$ cat config.mk
export PLATFORM = sky130hd
export DESIGN_NAME = conv_tree_deserializer
export DESIGN_NICKNAME = d
export VERILOG_FILES = /design/src/rtl/conv_tree_deserializer.sv
export SDC_FILE = /design/constraint.sdc
export NUM_CORES = 1
export LEC_CHECK = 0
export CAP_MARGIN = 20
export CORE_AREA = 2 2 39 41
export CTS_CLUSTER_DIAMETER = 120
export DETAILED_ROUTE_END_ITERATION = 7
export DIE_AREA = 0 0 41 43
export GPL_ROUTABILITY_DRIVEN = 1
export HOLD_SLACK_MARGIN = 0.03
export PLACE_DENSITY = 0.68
export SETUP_SLACK_MARGIN = 0.05
export SYNTH_ARGS = -nofsm -noshare
export SYNTH_HDL_FRONTEND = slang
export SYNTH_SLANG_ARGS = --single-unit
$ cat constraint.sdc
create_clock -name CLK -period 1.88 [get_ports CLK]
set_input_delay 0.376 -clock CLK [delete_from_list [all_inputs] [get_ports CLK]]
set_output_delay 0.376 -clock CLK [all_outputs]
set_load 0.01 [all_outputs]
$ cat src/rtl/conv_tree_deserializer.sv
// Serial-to-parallel receiver: rebuilds OUTPUTS_NUM-bit words from a one-bit
// stream framed by an ALIGN strobe on the first bit of each word.
// The stream may be paused with EN, and single bits may be dropped with BITSLIP.
module conv_tree_deserializer #(
    parameter int OUTPUTS_NUM = 4,
    parameter bit MSB_FIRST   = 1'b1
) (
    input  logic                   CLK,
    input  logic                   RESET,
    input  logic                   SERIAL_IN,
    input  logic                   EN,
    input  logic                   ALIGN,
    input  logic                   BITSLIP,
    output logic [OUTPUTS_NUM-1:0] PAR_OUT,
    output logic                   PAR_VALID,
    output logic                   LOCKED,
    output logic                   ALIGN_ERR
);

    localparam int CW = $clog2(OUTPUTS_NUM);
    localparam logic [CW-1:0] LAST_IDX = CW'(OUTPUTS_NUM - 1);

    typedef enum logic {
        IDLE  = 1'b0,
        SHIFT = 1'b1
    } state_t;

    state_t                 state_reg, state_next;
    logic [CW-1:0]          cnt_reg, cnt_next;
    logic [OUTPUTS_NUM-1:0] shift_reg, shift_next;
    logic [OUTPUTS_NUM-1:0] par_out_reg, par_out_next;
    logic                   par_valid_reg, par_valid_next;
    logic                   align_err_reg, align_err_next;

    // Capture control. ALIGN always starts a fresh word at index 0, whether
    // it arrives on a word boundary or not, so the base becomes all-zero.
    logic                   take;
    logic                   restart;
    logic [CW-1:0]          cap_idx;
    logic [OUTPUTS_NUM-1:0] base_word;
    logic [OUTPUTS_NUM-1:0] sel;
    logic [OUTPUTS_NUM-1:0] word;

    assign restart   = EN && ALIGN;
    assign take      = EN && (ALIGN || ((state_reg == SHIFT) && !BITSLIP));
    assign cap_idx   = restart ? '0 : cnt_reg;
    assign base_word = restart ? '0 : shift_reg;

    // One-hot select of the output bit that receives the capture index.
    generate
        for (genvar gi = 0; gi < OUTPUTS_NUM; gi++) begin : g_place
            localparam logic [CW-1:0] IDX = MSB_FIRST ? CW'(OUTPUTS_NUM - 1 - gi) : CW'(gi);
            assign sel[gi] = (cap_idx == IDX);
        end
    endgenerate

    assign word = (base_word & ~sel) | (sel & {OUTPUTS_NUM{SERIAL_IN}});

    // State and datapath registers.
    always_ff @(posedge CLK) begin
        if (RESET) begin
            state_reg     <= IDLE;
            cnt_reg       <= '0;
            shift_reg     <= '0;
            par_out_reg   <= '0;
            par_valid_reg <= 1'b0;
            align_err_reg <= 1'b0;
        end else begin
            state_reg     <= state_next;
            cnt_reg       <= cnt_next;
            shift_reg     <= shift_next;
            par_out_reg   <= par_out_next;
            par_valid_reg <= par_valid_next;
            align_err_reg <= align_err_next;
        end
    end

    // Next-state logic: capture, word completion and framing-error detection.
    always_comb begin
        state_next     = state_reg;
        cnt_next       = cnt_reg;
        shift_next     = shift_reg;
        par_out_next   = par_out_reg;
        par_valid_next = 1'b0;
        align_err_next = 1'b0;

        if (EN && ALIGN && (state_reg == SHIFT) && (cnt_reg != '0)) begin
            align_err_next = 1'b1;
        end

        if (take) begin
            state_next = SHIFT;
            if (cap_idx == LAST_IDX) begin
                // Last bit of the word: publish it, and start the next word clean.
                cnt_next       = '0;
                shift_next     = '0;
                par_out_next   = word;
                par_valid_next = 1'b1;
            end else begin
                cnt_next   = cap_idx + CW'(1);
                shift_next = word;
            end
        end
    end

    assign PAR_OUT   = par_out_reg;
    assign PAR_VALID = par_valid_reg;
    assign LOCKED    = (state_reg == SHIFT);
    assign ALIGN_ERR = align_err_reg;

endmodule

After elaboration in Yosys (flattened, before gate mapping)
Cells that the tools add are included.

Register bits: 13. Memory bits (writable): 0. Bits in latches: 0. Input port bits: 6. Memories kept: 0. Logic and storage cells: 32. ROM bits: 0.

Multipliers: 0. $add $sub $neg: 1. Equal/unequal tests: 3. Order comparisons: 0. Reduce and logical (&&, ||, !) cells: 11. Multiplexer cells: 6. Shift operators: 0. Bitwise logic cells: 5. Divide/modulo/power cells: 0.

Operators by type and width (count): AND 4 bit (2); 2-to-1 mux 4 bit (2); logical AND 1 bit (5); equality test 2 bit (second input constant) (2); 2-to-1 mux 2 bit (2); NOT 4 bit (1); bitwise OR 4 bit (1); adder 2 x 1 -> 2 bit (second input constant) (1); equality test 2 x 1 -> 1 bit (second input constant) (1); logical NOT 2 bit (1); 2-to-1 mux 1 bit (2); AND reduction 2 bit (1); nonzero test 2 bit (1); OR reduction 2 bit (1); logical NOT 1 bit (1); logical OR 1 bit (1); NOT 1 bit (1).

Longest topological paths before layout
Gate-level depths: netlist of run 1.

Depth in word-level cells: 7. Depth in mapped cells: 8. Gate-level depth less buffers: 7.

Worst setup path before layout of run 1
Ideal clock, no wire load.

Path kind: input -> register. Start: input EN. End: register shift_reg[2]. Path buffers: 1. Stages: 7. Library setup time: 0.134 ns. Slack: 0.430 ns. Data arrival time: 1.316 ns. Path through: buf_6 nand2_1 and2_1 ha_1 a22oi_1 nand3b_1 a21oi_1.

Word-level cells in the longest chain between the ends: 7.

RTL lines: from (decl) (RTL line 11) `input logic EN,`; logical AND 1 bit (RTL line 44) `assign restart = EN && ALIGN;`; 2-to-1 mux 2 bit (RTL line 46) `assign cap_idx = restart ? '0 : cnt_reg;`; equality test 2 x 1 -> 1 bit (RTL line 53) `assign sel[gi] = (cap_idx == IDX);`; NOT 4 bit (RTL line 57) `assign word = (base_word & ~sel) | (sel & {OUTPUTS_NUM{SERIAL_IN}});`; AND 4 bit (RTL line 57); bitwise OR 4 bit (RTL line 57); 2-to-1 mux 4 bit (RTL line 93) `if (cap_idx == LAST_IDX) begin`; to (signal assigned) (RTL line 71) `shift_reg <= shift_next;`; to (decl) (RTL line 30) `logic [OUTPUTS_NUM-1:0] shift_reg, shift_next;`.

Parallel ways exist; a longest one is shown, timed or not. A chain may end at the register's enable or synchronous reset.

Worst setup path after layout of run 1
Same ends and word-level chain as after synthesis.

==> flow_summary.yaml, run 1 <==
timing:
  slew_violations: 0
  clock.fmax_mhz: 617
  finalHoldViolations: 0
  fin_crit_sh: 0.862
  finClkSkew_ns: 0.00408
  worst_slew_pin_slew_ns: 0.377
  period_needed_ns: 1.62
  rsz0062_at_grt: "no"
  setup_violations: 0
  slew_headroom: 0.746
drt:
  drt-initial-drc-count: 8
  wirelength_um: 1090
  wl_per_cell_um: 11.4
  drtPass1Iterations: 4
  drtAntennaViolNets: 0
  avgViaCountPerCell: 5.02
  num_vias: 477
  drc: 0
critical_path:
  critPathCaptureType: "flop"
  worstPathMaxFanout: 3
  required_ns: 2.09
  worst_setup_path_start_kind: "input pin"
  worst_ep_arrival_time_ns: 1.83
  crit_type: "in2reg"
finish:
  largest_register_ffs: 4
  mostFrequentLayoutCells: "dfxtp_1 (12), clkdlybuf4s50_1 (12), nor2_1 (8), buf_4 (8), nand2_1 (6)"
  syn2layout_area_growth_pct: 37.8
  fillerInstances: 125
  final_nets: 87
  finalNonFillerCells: 95
  drive_above_1_share: 0.203
  postLayoutCellArea_sq_um: 766
  antenna_cells: 0
synthesis:
  synthCells: 58
  synth_top_cell_by_area: "dfxtp_1"
  syn_area_sq_um: 556
  synth_top_family_by_area: "simple AND/OR/NAND/NOR gates"
  syn-mean-instance-area_sq_um: 9.58
  yosys.area_share.simple: 0.243
  synth_top_area_share: 0.432
  synth_fa_ha_area_frac: 0.0225
  synth_fp_nets: 65
  synth_compound_gate_area_share: 0.160
  synthTopCellsByArea: "dfxtp_1 (43%), mux2i_1 (5.4%), nor2_1 (5.4%)"
  synth-xor-area-share: 0
  seq_area_frac_synth: 0.432
  ys_warn_count: 0
  synth_mux_area_frac: 0.0946
  netlist-cell-type-count: 28
  ys_ff_latch: 12
clock_tree:
  cts_tree: "done"
  htreeDepth: 1
  hold_buffers: 0
  cts_buffers: 3
  cts_setup_buffers: 0
  clk_latency_ns: 0.27
  ctsResizeCount: 0
  clkSlewWorstSetupHoldPaths_ns: 0.08
  clockBufferDepth: 2
  cts_root_buffer: "clkbuf_4"
  cts_sinks: 12
placement:
  dpl.hpwl_um: 829
  gp_congestion: 0.746
  place_inst: 91
  port_buffers: 12
  dpl_cell_area_sq_um: 729
die:
  die_h_um: 43
  io-pin-count: 13
  die_area_sq_mm: 0.00176
  core_sq_mm: 0.00138
  start_util: 0.401
  rows: 14
  die_w_um: 41
global_routing:
  grt.total_usage: 0.148
  antenna_found_initial: 0
  grt_max_degree: 9
  gr-total-overflow: 0
  grt_pass1_vias: 430
  grt_pass1_wl_um: 1760
power_and_ir_drop:
  p_leak_nw: 0.291
  ir_drop_mv: 0.389
  powerDensity_mw_per_mm2: 713
run_status:
  status: "finished, final reports clean"
worst_hold_path:
  min_path_type: "reg2reg"
run:
  drv_cap: 0
[cell usage after synthesis]
master and count:
mux2_2 1, a211oi_1 1, nor2_2 1, and4bb_1 1, o21a_1 1, a311oi_1 1, mux2i_1 3, clkbuf_1 1
nor4b_1 1, o2bb2ai_1 1, nor2b_1 3, a32oi_1 1, nand4_1 1, nor2b_2 1, and2b_1 1, a211oi_2 1
o21ai_0 1, dfxtp_1 12, ha_1 1, nor2_1 8, buf_6 2, a22oi_1 1, nand3b_1 1, a21oi_1 3
a21o_1 1, and2_1 1, mux2_1 1, nand2_1 6
[path summary, 6_finish.rpt]
| check | to | slack, ns | start | cells past startpoint |
|---|---|---|---|---|
| min | shift_reg[2] | 0.45 | shift_reg[2] | 2 |
| min reg2reg | shift_reg[2] | 0.45 | shift_reg[2] | 2 |
| max reg2reg | PAR_OUT[3] | 0.54 | cnt_reg[0] | 5 |
| max | shift_reg[2] | 0.26 | EN | 8 |
[worst max-delay path, cell delays in order]
cell and delay [ns]:
clkdlybuf4s50_1 0.49, nand2_1 0.09, and2_1 0.17, ha_1 0.20, nor2b_1 0.11, a22oi_1 0.10
nand3b_1 0.17, a21oi_1 0.12
[through the flow]
step	total power [mW]	setup TNS, ns	setup WS, ns	hold WS, ns	util
floorplan	0.311	0	0.430	0.432	-
global placement	0.343	-0.0209	-0.0209	0.437	0.527
detailed placement	0.344	-0.0245	-0.0245	0.446	0.527
CTS	0.554	0	0.256	0.458	0.553
global route	0.573	0	0.122	0.475	0.553
finish	0.546	0	0.260	0.453	0.553
[kinds of logic after synthesis]
group                      Yosys count
AOI/OAI and AO/OA                   12
adders and majority gates            1
buffers and inverters                3
DFF                                 12
muxes                                5
and+or+nand+nor                     25
[cell type report]
class / instances / area [sq um] / area share
tap: 16 / 20.0 / 0.0261
sequential: 12 / 240 / 0.314
clock buffer: 4 / 36.3 / 0.0474
timing repair buffer: 20 / 180 / 0.235
multi-input combinational: 43 / 289 / 0.377
[report_power, final]
part	leakage [nW]	internal, mW	switching, mW	total (mW)
clock network	0.0210	0.118	0.0903	0.208
registers	0.0975	0.261	0.00717	0.268
logic	0.173	0.0386	0.0313	0.0699
[metal layers]
layer / GRT usage / wire [um] / vias to the layer above
met5: 0 / 0 / -
met4: 0.0800 / 0 / 0
met3: 0.0471 / 36 / 0
met2: 0.206 / 512 / 7
met1: 0.195 / 538 / 222
li1: - / - / 248
No activity file was read; power rests on OpenSTA's default activity.
==> run 2: changes to the inputs <==
--- a/config.mk
+++ b/config.mk
@@ -5,6 +5,7 @@
 export SDC_FILE = /design/constraint.sdc
 export NUM_CORES = 1
 export LEC_CHECK = 0
+export ABC_AREA = 1
 export CAP_MARGIN = 20
 export CORE_AREA = 2 2 39 41
 export CTS_CLUSTER_DIAMETER = 120
@@ -12,7 +13,7 @@
 export DIE_AREA = 0 0 41 43
 export GPL_ROUTABILITY_DRIVEN = 1
 export HOLD_SLACK_MARGIN = 0.03
-export PLACE_DENSITY = 0.68
+export PLACE_DENSITY = 0.7
 export SETUP_SLACK_MARGIN = 0.05
 export SYNTH_ARGS = -nofsm -noshare
 export SYNTH_HDL_FRONTEND = slang
==> constraint.sdc (replaced) <==
create_clock -name CLK -period 1.6 [get_ports CLK]
set_input_delay 0.32 -clock CLK [delete_from_list [all_inputs] [get_ports CLK]]
set_output_delay 0.32 -clock CLK [all_outputs]
set_load 0.01 [all_outputs]
==> flow_summary.yaml, run 2 <==
drt:
  drtPass1Iterations: 4
  route.met2.wl_um: 530
  wl_met1_um: 548
  num_vias: 537
  wl_per_cell_um: 10.3
  dr.max_layer_used: "met4"
  drc: 0
  avgViaCountPerCell: 4.71
  routed-wl-met3_um: 61
  drt-initial-drc-count: 13
  drtAntennaViolNets: 0
  wirelength_um: 1180
clock_tree:
  clkSlewWorstSetupHoldPaths_ns: 0.08
  clockBufferDepth: 2
  cts_buffers: 3
  cts_sinks: 12
  htreeDepth: 1
  cts_tree: "done"
  clk_latency_ns: 0.28
  cts_root_buffer: "clkbuf_4"
critical_path:
  regToRegStartpoint: "cnt_reg[1]"
  critPathCaptureType: "primary output"
  worst_ep_arrival_time_ns: 1.14
  reg2reg_depth: 5
  crit_type: "reg2out"
  cp-endpoint: "PAR_OUT[2]"
  cp.depth: 1
  worst_setup_path_start_kind: "flop"
  critPathLaunch: "PAR_OUT[2]"
  crit_buf_inv: 1
  required_ns: 1.28
  rrSetupSlack_ns: 0.45
  cpMaxStageDelayCell: "clkdlybuf4s50_1"
  r2r_end: "shift_reg[2]"
  worstPathMaxFanout: 2
  path_cells: "clkdlybuf4s50_1"
  cp_top_family: "buffers and inverters"
  critPathMaxStageDelay_ns: 0.53
timing:
  finalSetupTns_ns: 0
  slew_headroom: 0.825
  finClkSkew_ns: 0.00253
  rsz0062_at_grt: "no"
  clock.fmax_mhz: 685
  finalHoldViolations: 0
  worst_slew_pin_slew_ns: 0.261
  fin_crit_sh: 0.913
  slew_violations: 0
  period_needed_ns: 1.46
  setup_violations: 0
synthesis:
  syn_area_sq_um: 588
  synth_top_cell_by_area: "dfxtp_1"
  netlist-cell-type-count: 16
  synthCells: 77
  seq_area_frac_synth: 0.409
  synth_edf_count: 0
  async_flop_share: 0
  yosys-top-cells-count: "nand2_1 (28), dfxtp_1 (12), nand3_1 (8), inv_1 (7), a21oi_1 (6)"
  yosysMostFrequentCell: "nand2_1"
  synth_fp_nets: 84
  yosys_most_used_dff: "dfxtp_1"
  ys_ff_latch: 12
  syn-mean-instance-area_sq_um: 7.64
  ys_warn_count: 0
  synthTopCellsByArea: "dfxtp_1 (41%), nand2_1 (18%), nand3_1 (6.8%)"
  synth_top_area_share: 0.409
global_routing:
  grt_pass1_wl_um: 1970
  antenna_found_initial: 0
  grt_pass1_vias: 481
  grt.total_usage: 0.168
  gr-total-overflow: 0
  grt_max_degree: 8
worst_hold_path:
  min_path_type: "reg2reg"
finish:
  antenna_cells: 0
  seq_area_sq_um: 241
  multiInputGateArea_sq_um: 310
  syn2layout_area_growth_pct: 37.4
  drive_above_1_share: 0.204
  mostFrequentLayoutCells: "nand2_1 (28), dfxtp_1 (11), clkdlybuf4s50_1 (11)"
  final_util: 0.584
  postLayoutCellArea_sq_um: 808
  fillerInstances: 135
  final_nets: 106
  largest_register_ffs: 4
  final_common_cell: "nand2_1"
die:
  rows: 14
  die_area_sq_mm: 0.00176
  die_h_um: 43
  core_sq_mm: 0.00138
  start_util: 0.425
  io-pin-count: 13
  die_w_um: 41
placement:
  dpl.hpwl_um: 905
  gp_congestion: 0.768
  dpl_cell_area_sq_um: 768
  port_buffers: 12
run:
  drv_cap: 0
power_and_ir_drop:
  powerDensity_mw_per_mm2: 817
  p_leak_nw: 0.421
  ir_drop_mv: 0.423
run_status:
  status: "finished, final reports clean"
## run 2: cell count changes in the layout (fill, tap and decap cells not counted), moves of 3 or more
cell / change
nor2b_1: -3
mux2i_1: -3
nand2_4: +3
a21oi_1: +3
nand2_1: +22
inv_1: +7
nand3_1: +8
nor2_1: -5
## run 2: layout make-up
cell class,instances,area share
Inverter,8,0.0402
Tap cell,16,0.0248
Clock buffer,4,0.0449
Multi-Input combinational cell,56,0.384
Timing Repair Buffer,18,0.207
Sequential cell,12,0.299
## run 2: kinds of logic after synthesis
logic type,share of synthesized area
AO/OA/AOI/OAI,0.0745
adder cells (fa/ha/maj),0.0213
buffers and inverters,0.0638
flip-flops,0.409
AND/OR/NAND/NOR,0.432
## run 2: worst min path at each step
stage | startpoint | slack (ns) | cells past startpoint | endpoint
final | shift_reg[2] | 0.47 | 2 | shift_reg[2]
after CTS | shift_reg[2] | 0.47 | 2 | shift_reg[2]
after detailed placement | shift_reg[2] | 0.46 | 2 | shift_reg[2]
after global routing | shift_reg[1] | 0.48 | 2 | shift_reg[1]
after global placement | shift_reg[2] | 0.45 | 2 | shift_reg[2]
after floorplan | SERIAL_IN | 0.42 | 2 | PAR_OUT[0]
## run 2: worst reg2reg max path, delay by kind of cell (launching register included)
kind                       cells  cell delay [ns]
DFF                            1             0.45
AOI/OAI and AO/OA              2             0.27
adders and majority gates      1             0.21
and+or+nand+nor                2             0.16
## run 2: timing repair
item | CTS | global route
setup buffers | 0 | 0
hold buffers | 0 | 0
setup endpoints to repair | 1 | 1
resized for setup | 1 | 1
## run 2: power breakdown
| group | internal, mW | switching [mW] |
|---|---|---|
| Combinational | 0.0445 | 0.0549 |
| Sequential | 0.307 | 0.00877 |
| Clock | 0.138 | 0.106 |
| Total | 0.490 | 0.170 |
## run 2: layer usage
layer  vias to the layer above  track usage
li1                        283            -
met1                       236        0.214
met2                        13        0.241
met3                         5       0.0471
met4                         0        0.100
met5                         -            0
## run 2: metrics by stage
stage	cells	setup WS [ns]	hold slack, ns	power, mW
floorplan	77	0.488	0.423	0.379
global placement	110	-0.0208	0.453	0.421
detailed placement	110	-0.0639	0.458	0.422
CTS	114	0.0965	0.471	0.666
global route	114	0.0990	0.478	0.689
finish	114	0.139	0.468	0.660
==> run 3: changes to the inputs <==
--- a/config.mk
+++ b/config.mk
@@ -14,7 +14,7 @@
 export GPL_ROUTABILITY_DRIVEN = 1
 export HOLD_SLACK_MARGIN = 0.03
 export PLACE_DENSITY = 0.7
-export SETUP_SLACK_MARGIN = 0.05
+export SETUP_SLACK_MARGIN = 0.1
 export SYNTH_ARGS = -nofsm -noshare
 export SYNTH_HDL_FRONTEND = slang
 export SYNTH_SLANG_ARGS = --single-unit
==> flow_summary.yaml, run 3 (synthesized netlist as in run 2, its figures left out) <==
finish:
  antenna_cells: 0
  final_nets: 106
  final_common_cell: "nand2_1"
  largest_register_ffs: 4
  mostFrequentLayoutCells: "nand2_1 (28), dfxtp_1 (11), clkdlybuf4s50_1 (10)"
  finalNonFillerCells: 114
  drive_above_1_share: 0.204
  syn2layout_area_growth_pct: 37.2
timing:
  rsz0062_at_grt: "no"
  finalHoldViolations: 0
  clock.fmax_mhz: 685
  whs_ns: 0.468
  slew_violations: 0
  fin_crit_sh: 0.913
  setup_violations: 0
  worst_slew_pin_slew_ns: 0.261
  slew_headroom: 0.825
  finalSetupTns_ns: 0
  setup_ws_ns: 0.139
  finClkSkew_ns: 0.00253
  period_needed_ns: 1.46
drt:
  wirelength_um: 1170
  wl_per_cell_um: 10.3
  avgViaCountPerCell: 4.71
  drt-initial-drc-count: 13
  num_vias: 537
  drtPass1Iterations: 4
  drtAntennaViolNets: 0
  drc: 0
critical_path:
  crit_type: "reg2out"
  critPathMaxStageDelay_ns: 0.53
  worst_ep_arrival_time_ns: 1.14
  worstPathMaxFanout: 2
  worst_setup_path_start_kind: "flop"
  crit_buf_inv: 1
  r2r_end: "shift_reg[2]"
  path_cells: "clkdlybuf4s50_1"
  critPathLaunch: "PAR_OUT[2]"
  regToRegStartpoint: "cnt_reg[1]"
  rrSetupSlack_ns: 0.45
  required_ns: 1.28
  cp_top_family: "buffers and inverters"
  reg2reg_depth: 5
  cp-endpoint: "PAR_OUT[2]"
  critPathCaptureType: "primary output"
  cpMaxStageDelayCell: "clkdlybuf4s50_1"
  cp.depth: 1
clock_tree:
  clk_latency_ns: 0.28
  cts_setup_buffers: 0
  clockBufferDepth: 2
  cts_root_buffer: "clkbuf_4"
  htreeDepth: 1
  cts_tree: "done"
  clkSlewWorstSetupHoldPaths_ns: 0.08
  cts_buffers: 3
  cts_sinks: 12
placement:
  port_buffers: 12
  place_inst: 110
  gp_congestion: 0.768
  dpl.hpwl_um: 905
  place_ws_ns: -0.0639
die:
  core_sq_mm: 0.00138
  die_h_um: 43
  start_util: 0.425
  die_area_sq_mm: 0.00176
  die_w_um: 41
  rows: 14
  io-pin-count: 13
power_and_ir_drop:
  seq_power_share: 0.479
  powerDensity_mw_per_mm2: 817
  p_clk_frac: 0.371
  p_int_uw: 489
  p_leak_nw: 0.428
  p_sw_uw: 170
  switching_share: 0.258
  combPwrFrac: 0.150
  total_power_uw: 659
  ir_drop_mv: 0.423
run_status:
  status: "finished, final reports clean"
global_routing:
  grt.total_usage: 0.168
  grt_pass1_wl_um: 1970
  gr-total-overflow: 0
  grt_pass1_vias: 478
  antenna_found_initial: 0
  grt_max_degree: 8
worst_hold_path:
  min_path_type: "reg2reg"
run:
  drv_cap: 0
run 3: power groups by stage:
| stage | Clock [mW] | Sequential [mW] | Combinational [mW] |
|---|---|---|---|
| floorplan | 0 | 0.323 | 0.0567 |
| global placement | 0 | 0.323 | 0.0984 |
| detailed placement | 0 | 0.323 | 0.0992 |
| CTS | 0.250 | 0.316 | 0.0990 |
| global route | 0.260 | 0.317 | 0.111 |
| finish | 0.245 | 0.316 | 0.0986 |
run 3: worst min path at each step:
stage	to	start	depth (start not counted)	slack (ns)
after global routing	shift_reg[1]	shift_reg[1]	2	0.48
after detailed placement	shift_reg[2]	shift_reg[2]	2	0.46
after floorplan	PAR_OUT[0]	SERIAL_IN	2	0.42
after global placement	shift_reg[2]	shift_reg[2]	2	0.45
after CTS	shift_reg[2]	shift_reg[2]	2	0.47
final	shift_reg[2]	shift_reg[2]	2	0.47
run 3: repair_timing:
action                     4_1_cts  5_1_grt
cloned                           0        0
hold buffers                     0        0
resized for setup                2        1
setup endpoints to repair        1        1
run 3: metal layers:
metal  global-route usage  up-vias  share of wire
li1                     -      283              -
met1                0.214      236           0.47
met2                0.241       13           0.45
met3               0.0471        5          0.049
met4                0.100        0          0.031
met5                    0        -              0
run 3: through the flow:
step | utilization | area [sq um]
after detailed placement | 0.555 | 768
final | 0.583 | 807
after global routing | 0.583 | 807
after CTS | 0.581 | 805
after floorplan | - | 588
after global placement | 0.555 | 768
run 3: cell type report:
class / instances / area, sq um
clock buffers: 4 / 36.3
fillers: 134 / 577
multi-input cells: 56 / 310
flip-flops and latches: 12 / 241
well taps: 16 / 20.0
repair buffers: 18 / 166
inverters: 8 / 32.5
